File: src/rtl/vga_timing_gen.sv
`timescale 1ns/1ps
// vga_timing_gen
// Parametrised VGA raster timing generator driven by a system clock plus a
// pixel clock-enable. Counters advance only on pix_ce_vga; every output is
// registered and decoded from the next-state counters, so the outputs always
// describe the counter position that is being entered.
//
// Optional feature: define VGA_TIMING_LINE_MATCH_EN to add the match_line_vga
// input and the line_match_vga strobe (fires on the line start of a chosen
// line).
module vga_timing_gen #(
  parameter int H_VIZ   = 640,
  parameter int H_FP    = 16,
  parameter int H_PULSE = 96,
  parameter int H_BP    = 48,
  parameter int V_VIZ   = 480,
  parameter int V_FP    = 10,
  parameter int V_PULSE = 2,
  parameter int V_BP    = 33,
  parameter int H_POL   = 0,
  parameter int V_POL   = 0,
  parameter int CNT_W   = 10
) (
  input  logic             clk_vga,
  input  logic             rst_vga,
  input  logic             pix_ce_vga,
  output logic             h_out_vga,
  output logic             v_out_vga,
  output logic             active_vga,
  output logic [CNT_W-1:0] horizontal_x_vga,
  output logic [CNT_W-1:0] vertical_y_vga,
  output logic             frame_start_vga,
  output logic             line_start_vga
`ifdef VGA_TIMING_LINE_MATCH_EN
  ,
  input  logic [CNT_W-1:0] match_line_vga,
  output logic             line_match_vga
`endif
);

  localparam int H_TOTAL = H_VIZ + H_FP + H_PULSE + H_BP;
  localparam int V_TOTAL = V_VIZ + V_FP + V_PULSE + V_BP;

  localparam logic [CNT_W-1:0] CNT_ZERO = CNT_W'(0);
  localparam logic [CNT_W-1:0] CNT_ONE  = CNT_W'(1);

  // Last counter values and region boundaries, all at counter width.
  localparam logic [CNT_W-1:0] H_LAST   = CNT_W'(H_TOTAL - 1);
  localparam logic [CNT_W-1:0] V_LAST   = CNT_W'(V_TOTAL - 1);
  localparam logic [CNT_W-1:0] H_VIZ_C  = CNT_W'(H_VIZ);
  localparam logic [CNT_W-1:0] V_VIZ_C  = CNT_W'(V_VIZ);
  localparam logic [CNT_W-1:0] HS_FIRST = CNT_W'(H_VIZ + H_FP);
  localparam logic [CNT_W-1:0] HS_LAST  = CNT_W'(H_VIZ + H_FP + H_PULSE - 1);
  localparam logic [CNT_W-1:0] VS_FIRST = CNT_W'(V_VIZ + V_FP);
  localparam logic [CNT_W-1:0] VS_LAST  = CNT_W'(V_VIZ + V_FP + V_PULSE - 1);

  // Active levels of the sync outputs.
  localparam logic HS_ON = (H_POL != 0) ? 1'b1 : 1'b0;
  localparam logic VS_ON = (V_POL != 0) ? 1'b1 : 1'b0;

  logic [CNT_W-1:0] h_cnt_r;
  logic [CNT_W-1:0] v_cnt_r;
  logic [CNT_W-1:0] h_nxt_s;
  logic [CNT_W-1:0] v_nxt_s;
  logic             v_viz_s;
  logic             hs_nxt_s;
  logic             vs_nxt_s;
  logic             act_nxt_s;
  logic [CNT_W-1:0] x_nxt_s;
  logic [CNT_W-1:0] y_nxt_s;
  logic             ls_nxt_s;
  logic             fs_nxt_s;

  // Next raster position: h steps on each enable, v steps on the h wrap.
  always_comb begin
    h_nxt_s = h_cnt_r;
    v_nxt_s = v_cnt_r;
    if (pix_ce_vga) begin
      if (h_cnt_r == H_LAST) begin
        h_nxt_s = CNT_ZERO;
        if (v_cnt_r == V_LAST) begin
          v_nxt_s = CNT_ZERO;
        end else begin
          v_nxt_s = v_cnt_r + CNT_ONE;
        end
      end else begin
        h_nxt_s = h_cnt_r + CNT_ONE;
        v_nxt_s = v_cnt_r;
      end
    end else begin
      h_nxt_s = h_cnt_r;
      v_nxt_s = v_cnt_r;
    end
  end

  // Decode the position being entered into the registered output values.
  always_comb begin
    v_viz_s   = (v_nxt_s < V_VIZ_C);
    act_nxt_s = (h_nxt_s < H_VIZ_C) && v_viz_s;
    x_nxt_s   = act_nxt_s ? h_nxt_s : CNT_ZERO;
    y_nxt_s   = v_viz_s ? v_nxt_s : CNT_ZERO;
    hs_nxt_s  = ((h_nxt_s >= HS_FIRST) && (h_nxt_s <= HS_LAST)) ? HS_ON : ~HS_ON;
    // v only moves on the h wrap, so vsync can only change there too.
    vs_nxt_s  = ((v_nxt_s >= VS_FIRST) && (v_nxt_s <= VS_LAST)) ? VS_ON : ~VS_ON;
    // Strobes require an actual advance so they are one clk wide at any rate.
    ls_nxt_s  = pix_ce_vga && (h_nxt_s == CNT_ZERO);
    fs_nxt_s  = ls_nxt_s && (v_nxt_s == CNT_ZERO);
  end

  // Counter and output registers; reset parks on the last back-porch pixel.
  always_ff @(posedge clk_vga) begin
    if (rst_vga) begin
      h_cnt_r          <= H_LAST;
      v_cnt_r          <= V_LAST;
      h_out_vga        <= ~HS_ON;
      v_out_vga        <= ~VS_ON;
      active_vga       <= 1'b0;
      horizontal_x_vga <= CNT_ZERO;
      vertical_y_vga   <= CNT_ZERO;
      frame_start_vga  <= 1'b0;
      line_start_vga   <= 1'b0;
    end else begin
      h_cnt_r          <= h_nxt_s;
      v_cnt_r          <= v_nxt_s;
      h_out_vga        <= hs_nxt_s;
      v_out_vga        <= vs_nxt_s;
      active_vga       <= act_nxt_s;
      horizontal_x_vga <= x_nxt_s;
      vertical_y_vga   <= y_nxt_s;
      frame_start_vga  <= fs_nxt_s;
      line_start_vga   <= ls_nxt_s;
    end
  end

`ifdef VGA_TIMING_LINE_MATCH_EN
  logic lm_nxt_s;

  // Compare the requested line only at a line-start advance; v never reaches
  // V_TOTAL, so larger request values can never match.
  always_comb begin
    lm_nxt_s = ls_nxt_s && (v_nxt_s == match_line_vga);
  end

  // Line-match strobe register.
  always_ff @(posedge clk_vga) begin
    if (rst_vga) begin
      line_match_vga <= 1'b0;
    end else begin
      line_match_vga <= lm_nxt_s;
    end
  end
`endif

endmodule

File: config.mk
export PLATFORM = sky130hd
export DESIGN_NAME = vga_timing_gen
export DESIGN_NICKNAME = d
export VERILOG_FILES = /design/src/rtl/vga_timing_gen.sv
export SDC_FILE = /design/constraint.sdc
export NUM_CORES = 1
export LEC_CHECK = 0
export BUFFER_PORTS_ARGS = -buffer_cell sky130_fd_sc_hd__buf_2
export CAP_MARGIN = 20
export CORE_MARGIN = 3
export CORE_UTILIZATION = 41
export DETAILED_ROUTE_END_ITERATION = 10
export GPL_ROUTABILITY_DRIVEN = 0
export MAX_ROUTING_LAYER = met4
export PLACE_DENSITY = 0.57
export SLEW_MARGIN = 20
export SYNTH_ARGS = -nofsm -noshare
export SYNTH_HDL_FRONTEND = slang
export SYNTH_SLANG_ARGS = --single-unit
File: constraint.sdc
create_clock -name clk_vga -period 3.7 [get_ports clk_vga]
set_input_delay 0.37 -clock clk_vga [delete_from_list [all_inputs] [get_ports clk_vga]]
set_output_delay 0.37 -clock clk_vga [all_outputs]
set_load 0.05 [all_outputs]
# After elaboration in Yosys (flattened, before gate mapping)
# Cells that the tools add are included.
# classes
n_addsub	2
magnitude_cmp	6
eq_ne	2
muxes	7
n_bitwise	2
reduce_logical	9
# ops
op	count
$mux W10	5
$add A10 B1 Y10 const B	2
$eq A10 B10 Y1 const B	2
$logic_not A10 Y1	2
$ge A10 B10 Y1 const B	1
$ge A10 B9 Y1 const B	1
$le A10 B10 Y1 const B	1
$le A10 B9 Y1 const B	1
$lt A10 B10 Y1 const B	1
$lt A10 B9 Y1 const B	1
$logic_and A1 B1 Y1	5
$reduce_or A2 Y1	2
$mux W1	2
$not A1 Y1	2
# word_totals
register_bits	45
in_bits	3
out_inout_bits	25
wordCells	37

# Longest topological paths before layout
# Gate-level depths: netlist of the first run.
# depth
depth_word	8
depth_mapped	9

# Worst setup path after synthesis of the first run
# Ideal clock, no wire load.
# synth_path
path_type	reg2reg
start	register h_cnt_r[0]
end	register horizontal_x_vga[5]
setup_time_ns	0.081
arrival_ns	2.760
t_required_ns	3.619
path_slack_ns	0.859
path_stages_with_launch	9
path_buffers	1
period_less_slack_ns	2.841
cell_sequence	dfxtp_1 -> ha_1 -> or4b_4 -> or4_4 -> or4_4 -> a31oi_4 -> o41ai_2 -> buf_6 -> nor3b_1
# synth_between
elab_chain_cells	7
elab_cells_between_ends	11
cone_classes	1 x add/sub; 2 x order compare; 1 x eq/ne; 4 x mux; 1 x bitwise; 2 x reduce/logical
# synth_rtl
element	line_no	rtl
start: declaration	61	logic [CNT_W-1:0] h_cnt_r;
start signal: assignment	123	h_cnt_r <= h_nxt_s;
$add A10 B1 Y10 or $eq A10 B10 Y1 (tied branches)	87, 79	
$mux W10	79	if (h_cnt_r == H_LAST) begin
$mux W10	78	if (pix_ce_vga) begin
$lt A10 B10 Y1 or $lt A10 B9 Y1 (tied branches)	99, 98	
$logic_and A1 B1 Y1	99	act_nxt_s = (h_nxt_s < H_VIZ_C) && v_viz_s;
$not A1 Y1 (no line)	--	
$reduce_or A2 Y1 (no line)	--	
end signal: assignment	128	horizontal_x_vga <= x_nxt_s;
end: declaration	30	output logic [CNT_W-1:0] horizontal_x_vga,
# Several ways; a longest one is shown, not always the timed one.
# A chain may end at the register's enable or synchronous reset.

# Worst setup path after layout of the first run
# layout_path
start	register h_cnt_r[0]
end	register horizontal_x_vga[7]
# Same word-level chain as after synthesis.

==> metrics.csv, run 1 <==
stage;metric;value;unit
min_path;Worst Hold Class;primary input to register;
synth;Distinct cells, synth;43;
synth;syn avg cell area;8.47;um^2
synth;Yosys warnings;0;
floorplan;Die W;75.1;um
clocking;clock buffer depth;2;
layout;share of layout cells above drive strength 1;17.5;%
outcome;status;finished, final reports clean;
sta;setup TNS;0;ps
critical_path;CP Max Fanout;15;
critical_path;crit path max-delay cell type;or4_4;
critical_path;worst setup path class;register to register;
synth;Synth area leader;dfxtp_1;
critical_path;R2R Setup Slk;570;ps
drt;Residual DRC;0;
layout;post-layout util;50.5;%
synth;synthesized instance count;231;
drt;antenna-violating nets left;0;
drt;WL/cell;13.6;um
critical_path;data arrival time of the worst path;3350;ps
sta;Worst Tran Pin Value;658;ps
layout;Fill cells;449;
layout;nets;268;
synth;sequential fraction of the synthesis area;46.1;%
drt;TritonRoute pass-1 iters;4;
sta;Highest Clock Rate;320;MHz
placement;Port Buffers;27;
pwr;PD cells;513;nW/um^2
placement;hpwl dp;3140;um
sta;Final Slew Violations;0;
critical_path;largest stage delay on the critical path;540;ps
drt;vias;1649;
grt;gr ovfl total;0;
critical_path;Worst path most repeated cell;or4_4;
clocking;clk slew on worst S/H paths;90;ps
layout;n_diodes;0;
clocking;CTS tree;done;
synth;dominant synthesized flop cell;dfxtp_1;
floorplan;area of the core;4470;um^2
clocking;post-CTS setup buffers;0;
job;Max-Cap Viols;0;
critical_path;worst path bufs/invs;1;
clocking;post-CTS resize count;0;
grt;number of global-route vias before repair;1520;
sta;unrepaired setup endpoints after global routing;false;
synth;Post-synth ARST share;0;%
critical_path;Worst EP required;3920;ps
clocking;clock latency on the worst-skew pair;300;ps
critical_path;CP startpoint kind;register;
floorplan;Initial Utilization;43.7;%
sta;fin crit share;84.6;%
drt;Routed WL;4280;um
synth;number of synthesized flops with an enable pin;0;
synth;Post-Synthesis Net Count;237;
sta;slew margin rel.;56.0;%
critical_path;CP top delay family;simple AND/OR/NAND/NOR gates;
synth;Seq cells post-synth;45;
layout;most common cell after layout, fill and taps aside;dfxtp_1;
clocking;H-tree depth;2;
layout;Area Overhead vs Synth;15.5;%
grt;GR Util All Layers;17.3;%
floorplan;die footprint;5630;um^2
critical_path;CP cell instances;ha_1 > or4b_4 > or4_4 > or4_4 > a31oi_4 > o41ai_4 > buf_4 > nor3b_1;
sta;clk_skew;7.50;ps
floorplan;Die Y-Extent;75.1;um
pwr;IR drop worst, VDD;0.333;mV
sta;Setup-failing EPs final;0;
drt;initial DRC count;93;
clocking;Root Buffer;clkbuf_8;
sta;final worst path period need;3130;ps
synth;Synth top area share;46.1;%
layout;most frequent cells in the layout;dfxtp_1, nor2_1, buf_2;
floorplan;I/O pins;28;
clocking;Inserted Clock Buffers;5;
critical_path;CP endpoint kind;register;
grt;initial antenna violation count;0;
clocking;clk sink count;45;
clocking;hold_buf cts;0;
grt;largest net degree at the start of global routing;16;
sta;final hold viol count;0;
floorplan;FP Rows;24;
synth;top cells by area, synth;dfxtp_1, nor2_1, nor3_1;
grt;first-pass GRT wire length;7150;um
synth;post-synthesis cell area;1960;um^2
pwr;leakage;0.000945;uW
drt;via/cell ratio;5.23;
## worst reg2reg max path: cells and delay by family, from the launching register on
family                   cells  cell delay (ps)
AO/OA/AOI/OAI                2              360
AND/OR/NAND/NOR              4             1780
buffers and inverters        1              210
flip-flops                   1              390
adder cells (fa/ha/maj)      1              300
## worst paths after layout
kind	start	endpoint	cells after the start
max reg2reg	h_cnt_r[0]	horizontal_x_vga[7]	8
min reg2reg	h_cnt_r[1]	h_cnt_r[1]	2
min	rst_vga	v_cnt_r[4]	2
max	h_cnt_r[0]	horizontal_x_vga[7]	8
## synthesized netlist by cell type, types with 2 or more instances
master	n
nand2_1	25
buf_2	2
o21ai_0	6
clkbuf_1	6
o31ai_1	2
nand3_1	11
inv_1	11
xnor2_1	6
ha_1	3
nor4_1	3
nor3b_1	3
nor2_1	35
a22oi_1	2
nor4bb_1	2
xor2_1	5
nor3_1	19
or4_4	2
and2_1	3
a211oi_1	2
dfxtp_1	45
nor2b_1	3
nand4_1	5
a21oi_1	6
and3_1	3
and4_1	3
## through the flow
step | hold WS (ps) | instances | area [um^2] | power [uW] | setup WS [ps]
3_5_place_dp | 548 | 307 | 2170 | 861 | 590
3_3_place_gp | 548 | 307 | 2170 | 862 | 677
2_1_floorplan | 454 | 231 | 1960 | 775 | 859
5_1_grt | 414 | 315 | 2260 | 1230 | 440
4_1_cts | 406 | 315 | 2260 | 1180 | 569
6_report | 414 | 315 | 2260 | 1160 | 571
## cell families after synthesis
| group | after synthesis | synth area share (%) |
|---|---|---|
| compound gates | 28 | 10.6 |
| mux | 1 | 0.512 |
| fa+ha+maj | 3 | 1.92 |
| buf+inv | 20 | 4.35 |
| xor+xnor | 11 | 4.93 |
| other cells | 1 | 0.192 |
| simple gates | 122 | 31.5 |
| flops | 45 | 46.1 |
## cell type report
| type | count | area (um^2) | share of cell area (%) |
|---|---|---|---|
| Timing Repair Buffer | 33 | 180 | 7.98 |
| Multi-Input combinational cell | 166 | 981 | 43.4 |
| Tap cell | 52 | 65.1 | 2.88 |
| Inverter | 11 | 41.3 | 1.83 |
| Clock inverter | 3 | 21.3 | 0.942 |
| Clock buffer | 5 | 68.8 | 3.05 |
| Sequential cell | 45 | 901 | 39.9 |
## flip-flops by register name, indices dropped and copies added, names as in the netlist
signal / count
active_vga: 1
frame_start_vga: 1
h_cnt_r: 10
h_out_vga: 1
horizontal_x_vga: 10
line_start_vga: 1
v_cnt_r: 10
v_out_vga: 1
vertical_y_vga: 10
## where the power goes
group | leakage, uW | internal (uW) | switching, uW
Clock | 0.0000445 | 134 | 172
Combinational | 0.000535 | 111 | 198
Sequential | 0.000365 | 512 | 30.7
## routing by layer
layer	vias up	global-route usage [%]	wire (um)
met5	-	-	0
met4	0	5.73	32
met3	4	4.54	158
met2	34	27.4	2060
met1	744	21.3	2030
li1	867	-	-
No activity file was read; power rests on OpenSTA's default activity.
==> run 2, diff against run 1 <==
Clock period 3.7 ns to 3.1 ns, I/O delays scaled along.
==> run 2 against run 1 <==
  * Clock-buffer cell count grew 1
  * First-iteration DRC count shrank 28%
  * Combinational power grew 23%
  * Register-to-register slack lost 430 ps
  * Cell count grew 1.3%
  * Sequential power grew 19%
  * Total power grew 27%
  * Hold slack lost 56 ps
  * Clock power grew 45%
  * Clock skew shrank 1.3 ps
  * Routed wire length grew 1.3%
  * Critical path type unchanged
  * Critical endpoint is now horizontal_x_vga[9]
  * Highest routed layer unchanged
==> metrics.csv, run 2 (synthesized netlist as in run 1, its figures left out) <==
stage;metric;value;unit
outcome;status;finished, final reports clean;
pwr;sequential share of power;44.0;%
layout;share of layout cells above drive strength 1;18.4;%
pwr;leakage;0.000983;uW
drt;antenna-violating nets left;0;
sta;slew margin rel.;58.0;%
floorplan;area of the core;4470;um^2
pwr;clock share of power;30.2;%
pwr;Switching Share;32.3;%
critical_path;data arrival time of the worst path;3170;ps
pwr;IR drop worst, VDD;0.244;mV
floorplan;FP Rows;24;
layout;Fill cells;436;
pwr;NetSw;476;uW
sta;fin crit share;95.4;%
grt;largest net degree at the start of global routing;21;
critical_path;CP Max Fanout;20;
clocking;post-CTS setup buffers;0;
grt;gr ovfl total;0;
floorplan;Die W;75.1;um
drt;Residual DRC;0;
pwr;P_int;996;uW
sta;Final Slew Violations;0;
grt;GR Util All Layers;18.1;%
drt;Routed WL;4330;um
layout;most frequent cells in the layout;dfxtp_1, nor2_1, buf_2;
pwr;combinational share of power;25.8;%
placement;Placement Setup Slack;146;ps
sta;Worst Tran Pin Value;628;ps
drt;WL/cell;13.6;um
drt;vias;1709;
sta;final worst path period need;2960;ps
clocking;post-CTS resize count;0;
layout;n_diodes;0;
clocking;Root Buffer;clkbuf_8;
job;Max-Cap Viols;0;
clocking;clock latency on the worst-skew pair;300;ps
critical_path;CP cell instances;ha_1 > or4b_4 > or4_4 > or4_4 > a31oi_4 > o41ai_4 > buf_12 > nor3b_1;
clocking;hold_buf cts;0;
sta;Final Worst Setup Slack;144;ps
drt;initial DRC count;67;
sta;clk_skew;6.19;ps
min_path;Worst Hold Class;primary input to register;
sta;unrepaired setup endpoints after global routing;false;
clocking;clock buffer depth;2;
sta;Highest Clock Rate;338;MHz
critical_path;crit path max-delay cell type;or4_4;
grt;initial antenna violation count;0;
floorplan;Initial Utilization;43.7;%
sta;hold slack;358;ps
critical_path;worst setup path class;register to register;
floorplan;Die Y-Extent;75.1;um
critical_path;CP endpoint kind;register;
pwr;PD cells;634;nW/um^2
clocking;CTS tree;done;
clocking;H-tree depth;2;
sta;Setup-failing EPs final;0;
critical_path;Worst path most repeated cell;or4_4;
grt;number of global-route vias before repair;1618;
sta;setup TNS;0;ps
layout;nets;272;
clocking;clk sink count;45;
floorplan;I/O pins;28;
clocking;Inserted Clock Buffers;5;
drt;TritonRoute pass-1 iters;4;
floorplan;die footprint;5630;um^2
critical_path;Worst EP required;3310;ps
layout;Area Overhead vs Synth;18.7;%
critical_path;CP startpoint kind;register;
layout;most common cell after layout, fill and taps aside;dfxtp_1;
critical_path;largest stage delay on the critical path;540;ps
placement;Port Buffers;27;
grt;first-pass GRT wire length;7480;um
sta;final hold viol count;0;
clocking;clk slew on worst S/H paths;90;ps
drt;via/cell ratio;5.36;
placement;hpwl dp;3230;um
==> run 2: cell count changes in the layout (fill, tap and decap cells not counted) <==
cell and change:
buf_12 +1, clkinv_4 +1, clkinvlp_4 -1, clkinv_2 -1, buf_4 +3, clkbuf_1 +1, inv_6 -1, bufinv_16 +1
==> run 2: worst paths after layout <==
kind | slack [ps] | startpoint | endpoint | cells after the start
worst min register to register | 560 | h_cnt_r[1] | h_cnt_r[1] | 2
worst min-delay path | 360 | rst_vga | v_cnt_r[0] | 2
worst max register to register | 140 | h_cnt_r[0] | horizontal_x_vga[9] | 8
worst max-delay path | 140 | h_cnt_r[0] | horizontal_x_vga[9] | 8
==> run 2: power groups by stage <==
stage / logic [uW] / registers (uW) / clock network (uW)
floorplan: 241 / 684 / 0
global placement: 382 / 660 / 0
detailed placement: 382 / 661 / 0
CTS: 383 / 647 / 458
global route: 427 / 656 / 489
finish: 380 / 647 / 445
==> run 2: critical path, delay by kind of cell (launching register included) <==
kind | cells | cell delay [ps]
and+or+nand+nor | 4 | 1750
DFF | 1 | 400
AOI/OAI and AO/OA | 2 | 360
adders and majority gates | 1 | 180
buffers and inverters | 1 | 180
==> run 2: cell type report <==
type | count | area [um^2] | area share (%)
clock buffer | 6 | 72.6 | 3.12
timing repair buffer | 37 | 223 | 9.59
tap | 52 | 65.1 | 2.80
multi-input combinational | 166 | 981 | 42.2
inverter | 11 | 41.3 | 1.78
clock inverter | 2 | 38.8 | 1.67
sequential | 45 | 901 | 38.8
==> run 2: layer usage <==
layer | vias to the layer above | global-route usage [%] | wire length, um
met5 | - | - | 0
met4 | 0 | 7.71 | 124
met3 | 15 | 4.14 | 167
met2 | 42 | 29.2 | 2100
met1 | 779 | 21.5 | 1940
li1 | 873 | - | -
==> run 2: metrics by stage <==
stage               utilization [%]  area (um^2)  power (uW)  instances
floorplan                         -         1960         925        231
global placement               49.4         2210        1040        311
detailed placement             49.4         2210        1040        311
CTS                            51.9         2320        1490        319
global route                   51.9         2320        1570        319
finish                         51.9         2320        1470        319
